==> config.mk <==
export PLATFORM = sky130hd
export DESIGN_NAME = qam_symbol_buffer_ctrl
export DESIGN_NICKNAME = d
export VERILOG_FILES = /design/src/rtl/qam_symbol_buffer_ctrl.sv
export SDC_FILE = /design/constraint.sdc
export NUM_CORES = 1
export LEC_CHECK = 0
export BUFFER_PORTS_ARGS = -buffer_cell sky130_fd_sc_hd__buf_2
export CELL_PAD_IN_SITES_DETAIL_PLACEMENT = 0
export CELL_PAD_IN_SITES_GLOBAL_PLACEMENT = 2
export CORE_MARGIN = 3
export CORE_UTILIZATION = 46
export DETAILED_ROUTE_END_ITERATION = 6
export PLACE_DENSITY_LB_ADDON = 0.1
export SYNTH_ARGS = -nofsm -noshare
export SYNTH_HDL_FRONTEND = slang
export SYNTH_SLANG_ARGS = --single-unit
==> constraint.sdc <==
create_clock -name dclk -period 5.29 [get_ports dclk]
set_input_delay 0.529 -clock dclk [delete_from_list [all_inputs] [get_ports dclk]]
set_output_delay 0.529 -clock dclk [all_outputs]
set_load 0.05 [all_outputs]
==> src/rtl/qam_symbol_buffer_ctrl.sv <==
// Symbol FIFO plus frame-handshake FSM for the hard-decision QAM demapper output path.
// Buffers demapped symbols, announces full frames to the host and serves reads.
module qam_symbol_buffer_ctrl #(
    parameter int SYM_W     = 4,
    parameter int DEPTH     = 16,
    parameter int FRAME_LEN = 16,
    parameter int CNT_W     = 8
) (
    input  logic                     dclk,
    input  logic                     reset,
    input  logic                     enable,
    input  logic                     mode_stream,
    input  logic                     sym_valid,
    input  logic [SYM_W-1:0]         sym_data,
    input  logic                     rd_req,
    output logic                     rd_valid,
    output logic [SYM_W-1:0]         rd_data,
    output logic                     available,
    output logic                     complete,
    output logic [$clog2(DEPTH):0]   level,
    output logic [CNT_W-1:0]         overflow_cnt,
    output logic [1:0]               state
);

    localparam int AW = $clog2(DEPTH);
    localparam int LW = AW + 1;

    if (DEPTH < 2 || (DEPTH & (DEPTH - 1)) != 0) begin : g_bad_depth
        $error("qam_symbol_buffer_ctrl: DEPTH must be a power of 2 and at least 2");
    end
    if (FRAME_LEN < 1 || FRAME_LEN > DEPTH) begin : g_bad_frame
        $error("qam_symbol_buffer_ctrl: FRAME_LEN must be in 1..DEPTH");
    end

    typedef enum logic [1:0] {
        IDLE    = 2'b00,
        RECEIVE = 2'b01,
        READY   = 2'b10,
        READOUT = 2'b11
    } fsm_t;

    fsm_t             fsm;
    logic [SYM_W-1:0] mem [DEPTH];
    logic [AW-1:0]    wr_ptr;
    logic [AW-1:0]    rd_ptr;
    logic             has_space;
    logic             wr_en;
    logic             rd_en;
    logic             drop;
    logic [LW-1:0]    level_next;

    assign state = fsm;

    // Once a frame is announced, writes continue only in stream mode; a full FIFO always drops.
    always_comb begin
        has_space  = level < LW'(DEPTH);
        wr_en      = 1'b0;
        rd_en      = 1'b0;
        drop       = 1'b0;
        if (enable) begin
            case (fsm)
                RECEIVE: begin
                    wr_en = sym_valid && has_space;
                    drop  = sym_valid && !has_space;
                end
                READY, READOUT: begin
                    wr_en = sym_valid && mode_stream && has_space;
                    drop  = sym_valid && !wr_en;
                    rd_en = (fsm == READOUT) && rd_req && (level != '0);
                end
                default: ;
            endcase
        end
        level_next = level + LW'(wr_en) - LW'(rd_en);
    end

    always_ff @(posedge dclk) begin
        if (wr_en) begin
            mem[wr_ptr] <= sym_data;
        end
    end

    always_ff @(posedge dclk or negedge reset) begin
        if (!reset) begin
            fsm          <= IDLE;
            wr_ptr       <= '0;
            rd_ptr       <= '0;
            level        <= '0;
            available    <= 1'b0;
            complete     <= 1'b1;
            rd_valid     <= 1'b0;
            rd_data      <= '0;
            overflow_cnt <= '0;
        end else if (!enable) begin
            fsm       <= IDLE;
            wr_ptr    <= '0;
            rd_ptr    <= '0;
            level     <= '0;
            available <= 1'b0;
            complete  <= 1'b1;
            rd_valid  <= 1'b0;
        end else begin
            level    <= level_next;
            rd_valid <= rd_en;
            if (wr_en) begin
                wr_ptr <= wr_ptr + 1'b1;
            end
            if (rd_en) begin
                rd_ptr  <= rd_ptr + 1'b1;
                rd_data <= mem[rd_ptr];
            end
            if (drop && overflow_cnt != '1) begin
                overflow_cnt <= overflow_cnt + 1'b1;
            end
            case (fsm)
                IDLE: fsm <= RECEIVE;
                RECEIVE: begin
                    if (level_next >= LW'(FRAME_LEN)) begin
                        fsm       <= READY;
                        available <= 1'b1;
                        complete  <= 1'b0;
                    end
                end
                READY: begin
                    if (rd_req) begin
                        fsm <= READOUT;
                    end
                end
                READOUT: begin
                    if (rd_en && level_next == '0) begin
                        fsm       <= RECEIVE;
                        available <= 1'b0;
                        complete  <= 1'b1;
                    end
                end
                default: fsm <= IDLE;
            endcase
        end
    end

endmodule
; Word level (Yosys, flattened, before mapping)
; Memory sizes are Yosys's and may differ from the RTL's. A register that Yosys moved wholly into a read port is not among the register bits.
; Cells that the tools add are included.
[classes]
add_sub_neg = 5
magnitude_cmp = 2
n_eq_ne = 10
n_mux = 27
reduce_logical = 20
[op_table]
columns = operator, n
row1 = 2-to-1 mux 4 bit, 4
row2 = 2-to-1 mux 1 bit, 13
row3 = logical AND 1 bit, 9
row4 = "adder 4 x 1 -> 4 bit, second input constant", 2
row5 = "adder 8 x 1 -> 8 bit, second input constant", 1
row6 = 2-to-1 mux 2 bit, 4
row7 = "inequality test 8 bit, second input constant", 1
row8 = case mux 1 bit (2 select lines), 4
row9 = case mux 2 bit (4 select lines), 1
row10 = "inequality test 3 bit, second input constant", 2
row11 = AND reduction 3 bit, 2
row12 = adder 5 x 1 -> 5 bit, 1
row13 = ">= comparator 5 bit, second input constant", 1
row14 = logical NOT 5 bit, 1
row15 = "less-than comparator 5 bit, second input constant", 1
row16 = 2-to-1 mux 5 bit, 1
row17 = nonzero test 5 bit, 1
row18 = subtractor 5 x 1 -> 5 bit, 1
row19 = "equality test 2 bit, second input constant", 2
row20 = "inequality test 2 x 1 -> 1 bit, second input constant", 2
row21 = AND reduction 2 bit, 2
row22 = logical NOT 1 bit, 3
row23 = "inequality test 3 x 1 -> 1 bit, second input constant", 1
row24 = "inequality test 3 x 2 -> 1 bit, second input constant", 1
row25 = other kinds (3), 3
[word_totals]
regBits = 26
mem_bits_rw = 64
inputBits = 10
out_inout_bits = 22
word_cells = 73
n_memories = 1
[memory_table]
columns = memory, depth, width, rd, rd_clocked_by_memory_dff, write_ports, line
row1 = mem, 16, 4, 1, 1, 1, 43  ; logic [SYM_W-1:0] mem [DEPTH];

; Logic depth before layout (Yosys ltp)
[logic_depth]
word_depth = 11
mapped_depth = 14
mapped_depth_nobuf = 13

; Least setup slack after synthesis
; OpenSTA, ideal clock, no wires.
[synth_path]
kind = reg-to-reg
startpoint = register fsm[0], in the netlist state[0]
endpoint = register fsm[0], in the netlist state[0]
setup_ps = 121
arrival_ps = 3859
required_time_ps = 5169
setup_slack_ps = 1310
path_stages_with_launch = 15
path_buffers = 1
period_less_slack_ps = 3980
path_cell_list = dfrtp_1 > inv_1 > ha_1 > o21a_1 > o211ai_1 > clkbuf_1 > ha_1 > inv_1 > ha_1 > fa_1 > and3b_1 > or4_4 > a31oi_1 > o221ai_1 > a22o_1
[synth_between]
elab_chain_len = 10
elab_cells_between_ends = 22
classes_between = add/sub: 2 / order compare: 1 / eq/ne: 6 / mux: 6 / reduce/logical: 7
[synth_lines]
columns = element, line
row1 = from (decl), 42  ; fsm_t fsm;
row2 = from (signal assigned), 85  ; fsm <= IDLE;
row3 = from (signal assigned), 95  ; fsm <= IDLE;
row4 = from (signal assigned), 116  ; IDLE: fsm <= RECEIVE;
row5 = "parallel branches: the longest is 10 deep, another holds adder 5 x 1 -> 5 bit", -
; Several ways; the timed one is not identified.
; A chain may end at the register's enable or synchronous reset.

; Worst setup path in the final report
; Ends and elaborated chain as after synthesis.

==> impl_metrics.ini <==
[status]
outcome = completed

[routing]
via_per_inst = 5.62
drc = 0
finalWirelength_microns = 8010
post_drt_wl_per_cell_microns = 19.0
via_count = 2371
ant_nets = 0
drtIter0Drc = 64
dr.pass1.iters = 4

[synthesis]
ys.flop_type = edfxtp_1
synth-edff-count = 64
synth_adder_area_share = 0.0548
synth_area_sq_um = 4250
synth-seq-cells = 94
synthXorXnorAreaFrac = 0.0309
ys_seq_area_frac = 0.629
syn_area_per_cell_sq_um = 15.7
synth_top_family_by_area = multiplexers
muxShareOfSynthArea = 0.130
syn_inst = 271
yosysWarnings = 0
yosys.area_share.simple = 0.0827
synth_compound_area_frac = 0.0409
syn-num-nets = 299
synthArstFlopShare = 0.319
synth_cell_type_count = 48

[floorplan]
die_y_microns = 102
die_w_microns = 102
core_sq_um = 8850
start_util = 0.480
row_count = 34
fp.dieArea_sq_um = 10400
ios = 32

[power_and_ir_drop]
p_clk_frac = 0.298
p_per_area_nw_per_um2 = 391
p_seq_frac = 0.469
p_total_mw = 1.86
combPwrFrac = 0.233
irDropWorstVdd_mv = 0.191
swShare = 0.329
p_leak_nw = 1.81
intPower_mw = 1.25
p_sw_mw = 0.613

[sta]
max-slew-margin-rel = 0.249
setup_viol = 0
worst_slew_pin_slew_ns = 1.13
fin_crit_ns = 4.24
max_freq_mhz = 236
skew_ns = 0.0121
period_share = 0.802
hold-worst-slack_ns = 0.198
fin_setup_tns_ns = 0
drv_slew = 0
rsz0062_at_grt = no
timing_hold_violations_final = 0

[critical_path]
cp_data_required_time_ns = 5.55
critPathLaunchType = register
critPathTopFamily = compound AO/OA/AOI/OAI gates
crit_top_cell = ha_1
path_buf_inv = 1
end_kind = register
slowest_stage = o211ai_1
cp.arrival_ns = 4.51
critPathMaxStageDelay_ns = 0.78
crit_chain = ha_1 > o21a_1 > o211ai_1 > ha_1 > inv_1 > ha_1 > fa_1 > nor2_1 > nor4b_1 > a31o_2 > o221ai_1 > a22o_1
worstSetupPathType = reg -> reg
cp_max_fo = 14

[clock_tree]
post_cts_resize_count = 0
clock_sinks = 94
cts_tree = built
cts_max_level = 3
clk_pin_slew_worst_paths_ns = 0.10
clk_latency_ns = 0.36
hold_buffers = 0
clock-root-buffer = clkbuf_8
cts_setup_buffers = 0
cts.path.max_buffers = 2
cts_buffers = 9

[finish]
syn2layout_area_growth_pct = 12.0
final_area_sq_um = 4760
fin_cells = 422
seq_area_sq_um = 2670
antenna_cells = 0
final_common_cell = edfxtp_1
multi_input_area_sq_um = 1440
final_cell_mix = 64 x edfxtp_1, 31 x buf_2, 29 x dfrtp_1
drive_gt1_frac = 0.236
nets = 337
fill_cells = 737

[min_path]
min_path_type = in -> async

[place]
dp_hpwl_microns = 5560
place.gp.congestion = 0.761
placed_area_sq_um = 4520
dp.cells = 406
port_buffers = 31

[grt]
globalRouteTotalUtil = 0.168
grt_max_degree = 31
grt_pass1_vias = 2369
grt_antenna_before_repair = 0
overflow = 0
grt_pass1_wl_microns = 12900

[flow_run]
maxCapViolations = 0
[through the flow]
step | setup slack [ns] | util
CTS | 1.04 | 0.538
detailed placement | 1.07 | 0.511
floorplan | 1.31 | -
finish | 1.05 | 0.538
global route | 0.703 | 0.538
global placement | 1.18 | 0.511
[worst paths after layout]
check                                             from                           to  slack (ns)  cells after the start
max in group asynchronous                        reset        wr_ptr[1]$_DFFE_PN0P_        4.65                      1
min in group dclk                               enable         complete$_DFFE_PN1P_        0.46                      2
max reg2reg                       state[0]$_DFFE_PN0P_         state[0]$_DFFE_PN0P_        1.05                     12
max                               state[0]$_DFFE_PN0P_         state[0]$_DFFE_PN0P_        1.05                     12
min                                              reset  overflow_cnt[3]$_DFFE_PN0P_        0.20                      1
min reg2reg                overflow_cnt[6]$_DFFE_PN0P_  overflow_cnt[6]$_DFFE_PN0P_        0.50                      1
[flip-flops by register name (all words and copies together) (netlist names)]
register / cells
available: 1
complete: 1
level: 5
mem: 64
overflow_cnt: 8
rd_data: 4
rd_ptr: 4
rd_valid: 1
state: 2
wr_ptr: 4
[routing by layer]
metal | track usage | wire length (microns) | vias to the layer above
li1 | - | - | 1112
met1 | 0.263 | 4130 | 1200
met2 | 0.237 | 3520 | 49
met3 | 0.0273 | 259 | 10
met4 | 0.0605 | 106 | 0
met5 | 0 | 0 | -
[power by group through the flow]
stage	registers [mW]	logic [mW]	clock network [mW]
finish	0.874	0.434	0.554
floorplan	1.02	0.196	0
global route	0.883	0.478	0.602
detailed placement	0.894	0.437	0
global placement	0.892	0.438	0
CTS	0.878	0.439	0.569
[synth_stat cells (2+ instances only)]
master    instances  area share
mux4_2           12       0.064
inv_1            20       0.018
and3b_1           2      0.0041
edfxtp_1         64        0.45
a31oi_1           2      0.0029
nand3_1           3      0.0035
o211ai_1          2      0.0035
nor4_1           12       0.018
mux2_2            4       0.011
clkbuf_1          6      0.0053
ha_1             17       0.050
nor4b_1           2      0.0041
o21a_1            3      0.0053
xnor2_1           9       0.019
a21o_1            2      0.0035
nand4_1           6      0.0088
dfrtp_1          29        0.17
nand2_1           8      0.0071
a21oi_1           4      0.0047
nor3_1            2      0.0024
and2_1            6      0.0088
nor2_1           18       0.016
xor2_1            6       0.012
mux4_1            8       0.049
[kinds of logic (layout without fill, tap and decap cells)]
group,Yosys count,count (layout)
AO/OA/AOI/OAI,23,23
XOR/XNOR,15,15
adder cells (fa/ha/maj),18,18
buffers and inverters,30,73
flip-flops,94,94
multiplexers,26,26
AND/OR/NAND/NOR,65,65
[cell type report]
class | instances | area share
tap | 108 | 0.0284
multi-input combinational | 147 | 0.303
sequential | 94 | 0.562
clock inverter | 7 | 0.0242
inverter | 21 | 0.0166
clock buffer | 9 | 0.0260
timing repair buffer | 36 | 0.0405
Power figures use the tool's default switching activity.
